**config.mk**
```make
export PLATFORM = sky130hd
export DESIGN_NAME = unified_mem_arbiter
export DESIGN_NICKNAME = d
export VERILOG_FILES = /design/src/rtl/unified_mem_arbiter.sv
export SDC_FILE = /design/constraint.sdc
export NUM_CORES = 1
export LEC_CHECK = 0
export BUFFER_PORTS_ARGS = -buffer_cell sky130_fd_sc_hd__buf_2
export CORE_AREA = 2 2 106 108
export DETAILED_ROUTE_END_ITERATION = 16
export DIE_AREA = 0 0 108 110
export PLACE_DENSITY_LB_ADDON = 0.3
export SYNTH_ARGS = -nofsm -noshare
export SYNTH_HDL_FRONTEND = slang
export SYNTH_SLANG_ARGS = --single-unit
```
**constraint.sdc**
```tcl
create_clock -name clock -period 2.5 [get_ports clock]
set_input_delay 0 -clock clock [delete_from_list [all_inputs] [get_ports clock]]
set_output_delay 0 -clock clock [all_outputs]
set_load 0.01 [all_outputs]
```
**src/rtl/unified_mem_arbiter.sv**
```systemverilog
// Shares one single-port synchronous memory between an instruction-fetch and a data requester.
// Latency: grant + m_en one cycle after the request is sampled in IDLE; done MEM_LATENCY cycles after that.
// Backpressure: one transaction in flight; requests are only sampled in IDLE and must be held until gnt.
module unified_mem_arbiter #(
  parameter int ADDR_W        = 32,
  parameter int DATA_W        = 32,
  parameter int MEM_LATENCY   = 1,
  parameter int DATA_PRIORITY = 0
) (
  input  logic                clock,
  input  logic                reset,
  input  logic                i_req,
  input  logic [ADDR_W-1:0]   i_addr,
  output logic                i_gnt,
  output logic                i_done,
  output logic [DATA_W-1:0]   i_rdata,
  input  logic                d_req,
  input  logic                d_we,
  input  logic [DATA_W/8-1:0] d_be,
  input  logic [ADDR_W-1:0]   d_addr,
  input  logic [DATA_W-1:0]   d_wdata,
  output logic                d_gnt,
  output logic                d_done,
  output logic [DATA_W-1:0]   d_rdata,
  output logic                m_en,
  output logic                m_we,
  output logic [DATA_W/8-1:0] m_be,
  output logic [ADDR_W-1:0]   m_addr,
  output logic [DATA_W-1:0]   m_wdata,
  input  logic [DATA_W-1:0]   m_rdata
);

  // WAIT lasts WAIT_LOAD+1 = MEM_LATENCY-1 cycles; unused when MEM_LATENCY is 1.
  localparam logic [1:0] WAIT_LOAD = (MEM_LATENCY > 2) ? 2'(MEM_LATENCY - 2) : 2'd0;
  localparam logic       REQ_I     = 1'b0;
  localparam logic       REQ_D     = 1'b1;

  typedef enum logic [1:0] {IDLE, ISSUE, WAIT, RESP} state_t;

  state_t     state;
  state_t     state_nxt;
  logic [1:0] cnt;
  logic       last_winner;
  logic       owner;
  logic       take;
  logic       win;

  // Next-state and arbitration: pick a winner and decide whether IDLE accepts a command.
  always_comb begin
    state_nxt = state;
    take      = 1'b0;
    if (i_req && d_req) begin
      win = (DATA_PRIORITY != 0) ? REQ_D : ~last_winner;
    end else begin
      win = d_req ? REQ_D : REQ_I;
    end
    case (state)
      IDLE: begin
        if (i_req || d_req) begin
          take      = 1'b1;
          state_nxt = ISSUE;
        end
      end
      ISSUE:   state_nxt = (MEM_LATENCY > 1) ? WAIT : RESP;
      WAIT:    if (cnt == 2'd0) state_nxt = RESP;
      RESP:    state_nxt = IDLE;
      default: state_nxt = IDLE;
    endcase
  end

  // State register; reset abandons any in-flight transaction.
  always_ff @(posedge clock or posedge reset) begin
    if (reset) begin
      state <= IDLE;
    end else begin
      state <= state_nxt;
    end
  end

  // Command latch, owner/last-winner tracking and the WAIT down-counter.
  always_ff @(posedge clock or posedge reset) begin
    if (reset) begin
      cnt         <= 2'd0;
      last_winner <= REQ_D;
      owner       <= REQ_I;
      m_we        <= 1'b0;
      m_be        <= '0;
      m_addr      <= '0;
      m_wdata     <= '0;
    end else begin
      if (take) begin
        owner       <= win;
        last_winner <= win;
        if (win == REQ_D) begin
          m_we    <= d_we;
          m_be    <= d_be;
          m_addr  <= d_addr;
          m_wdata <= d_wdata;
        end else begin
          m_we    <= 1'b0;
          m_be    <= '1;
          m_addr  <= i_addr;
          m_wdata <= '0;
        end
      end
      if (state == ISSUE) begin
        cnt <= WAIT_LOAD;
      end else if (state == WAIT && cnt != 2'd0) begin
        cnt <= cnt - 2'd1;
      end
    end
  end

  // Strobes decode straight from state so they drop the instant reset hits.
  assign m_en    = (state == ISSUE);
  assign i_gnt   = m_en && (owner == REQ_I);
  assign d_gnt   = m_en && (owner == REQ_D);
  assign i_done  = (state == RESP) && (owner == REQ_I);
  assign d_done  = (state == RESP) && (owner == REQ_D);
  assign i_rdata = i_done ? m_rdata : '0;
  assign d_rdata = (d_done && !m_we) ? m_rdata : '0;

endmodule

```
==> metrics.txt <==
status complete, no violations; DPL Wire Length 8.66 mm; r2r endpoint m_addr[27]; Worst Slack Setup Final 0.192 ns; register area 1880 µm²; H-tree depth 3; reg2reg setup slack 0.19 ns; Cell variety after synth 22; Antenna Nets Post-Route 0; Worst-Margin Slew 1.14 ns; worst r2r path cells 7; top cells by area, synth dfrtp_1, and2_1, a21oi_1; WL final 13.7 mm; Fillers 911; drt pass-1 iters 4; initial antenna violation count 2; Mean Syn Cell Area 9.64 µm²; Leakage 3.31 nW; routed via count 4201; Total GRT Usage 0.221; fin cells 879; Reg clk slew, reported paths 0.08 ns; min Tclk post-route 2.31 ns; Root Driver clkbuf_8; synthesis-to-layout area growth 77.4%; Final Hold Fails 0; PwrDens 1040 nW/µm²; Sink Count 75; largest net degree at the start of global routing 50; initial DRC count 292; initial core utilization 0.329; most common cell in the synthesized netlist dfrtp_1; CP required 2.74 ns; first-pass GRT wire length 19.9 mm; setup TNS after final layout 0 ns; Critical Path Source Type register; fin nets 876; number of synthesized flops with an enable pin 0; Clock Tree Buf Depth 2; main flop type after synthesis dfrtp_1; area of the multi-input gates 1530 µm²; vias per cell 4.78; Met1 Routed Length 4.72 mm; CTS tree done; Die W 108 µm; Cell Area, Synth 3520 µm²; wire per inst 15.6 µm; CP Capture Type register; HP Start i_req; vias in the first global route 4165; number of port buffers 274; CP Max Fanout 19; io pins 275; Ys Warns 0; core area 10700 µm²; final setup fails 0; Tcrit/Tclk final 0.923; Worst-Skew Late Latency 0.35 ns; Min-Delay Endpoint state[0]; Worst Path Arrival 2.54 ns; placer congestion estimate 0.746; DRC Markers 0; Mapped Nets 507; Detail Route met3 WL 1.38 mm; max_slew headroom 0.240; Post-synth ARST share 1.00; Fmax 433 MHz; Rows 38; sequential share of the synthesized area 0.534; layout cells sized above 1 0.413; Die Ht 110 µm; hold path depth 4; grt ovf 0; Post-synth top cells dfrtp_1, and2_1, a21oi_1, nand2_1, nor2_1; Cells after Synth 365; DIE AREA 11900 µm²; #FFs+latches synth 75; CTS buffer count 9; critical path type reg -> reg; Max VDD drop 0.000582 V; Setup Skew 0.00548 ns; Max-Cap Viols 0; top-area cell type share of the netlist area 0.526; placed insts 759; Place WS 0.485 ns; DR top layer met4; metal2 WL 7.21 mm; HP Class in -> reg; Synth area leader dfrtp_1; unrepaired setup endpoints after global routing false; R2R Path Start state[0]; Slew Viols, Final 0
-- cells by family (layout without fill, tap and decap cells) --
group                      count (synthesis)  count (layout)  share of synthesized area
xor gates and xnor gates                   1               1                    0.00249
AOI/OAI and AO/OA                        106             108                      0.194
muxes                                      3               3                    0.00924
and+or+nand+nor                          143             143                      0.203
adders and majority gates                  5               5                     0.0178
DFF                                       75              75                      0.534
buffers and inverters                     32             403                     0.0398
other                                      0               1                          0
-- worst max-delay path, stage by stage, from the launching register on --
cell and delay, ns:
dfrtp_1 0.41, inv_1 0.10, ha_1 0.38, o21ai_4 0.22
buf_4 0.26, a21oi_1 0.17, a21oi_1 0.09, dlygate4sd3_1 0.55
-- cell usage in the layout, fill, tap and decap left out, drive strengths merged, types with 2 or more instances in the layout --
master,netlist,routed
inv,5,6
clkbuf,14,9
ha,5,5
clkinvlp,0,3
o22a,4,4
dfrtp,74,74
dlygate4sd3,0,102
mux2,2,2
nand2,37,37
nor2b,4,4
and2,67,67
buf,13,281
nor2,35,35
a21oi,65,65
a22o,33,33
o21ai,1,3
-- repair_timing --
item                       CTS  global route
hold buffers               102             0
hold endpoints to repair   102             0
gates resized for setup      0             1
setup endpoints to repair    0            18
buffers inserted             0             0
-- flip-flops by register name, summed over array words and instances (netlist names) --
register	count
last_winner	1
cnt	2
owner	1
m_wdata	32
m_addr	32
m_we	1
m_be	4
state	2
-- through the flow --
step / utilization / cell area, µm² / power [W] / hold slack, ns
after detailed placement: 0.468 / 5010 / 0.00492 / 0.190
final: 0.584 / 6240 / 0.00647 / 0.221
after global placement: 0.468 / 5010 / 0.00485 / 0.189
after CTS: 0.581 / 6220 / 0.00640 / 0.162
after floorplan: - / 3520 / 0.00372 / 0.126
after global routing: 0.583 / 6240 / 0.00694 / 0.260
-- layer usage --
layer	vias up	GRT usage
met4	0	0.119
met1	1948	0.235
met2	255	0.394
met3	31	0.0641
li1	1967	-
met5	-	0
-- worst max-delay path by stage --
stage	startpoint	end	cells past startpoint
CTS	state[0]	m_addr[30]	7
floorplan	reset	cnt[0]	1
finish	state[0]	m_addr[27]	7
global placement	state[0]	m_wdata[2]	4
detailed placement	state[0]	m_wdata[0]	4
global route	state[0]	m_addr[27]	7
-- layout make-up --
cell class,instances,area share
timing repair buffer,383,0.392
sequential,75,0.301
multi-input combinational,260,0.245
tap,140,0.0281
clock buffer,9,0.0198
clock inverter,6,0.0106
inverter,5,0.00301
antenna,1,0.000401
-- report_power, final --
part           switching, W  internal, W  leakage (nW)
Combinational       0.00168      0.00174          2.32
Sequential         0.000341      0.00178         0.900
Clock              0.000472     0.000457        0.0877
No activity file was read; power rests on OpenSTA's default activity.
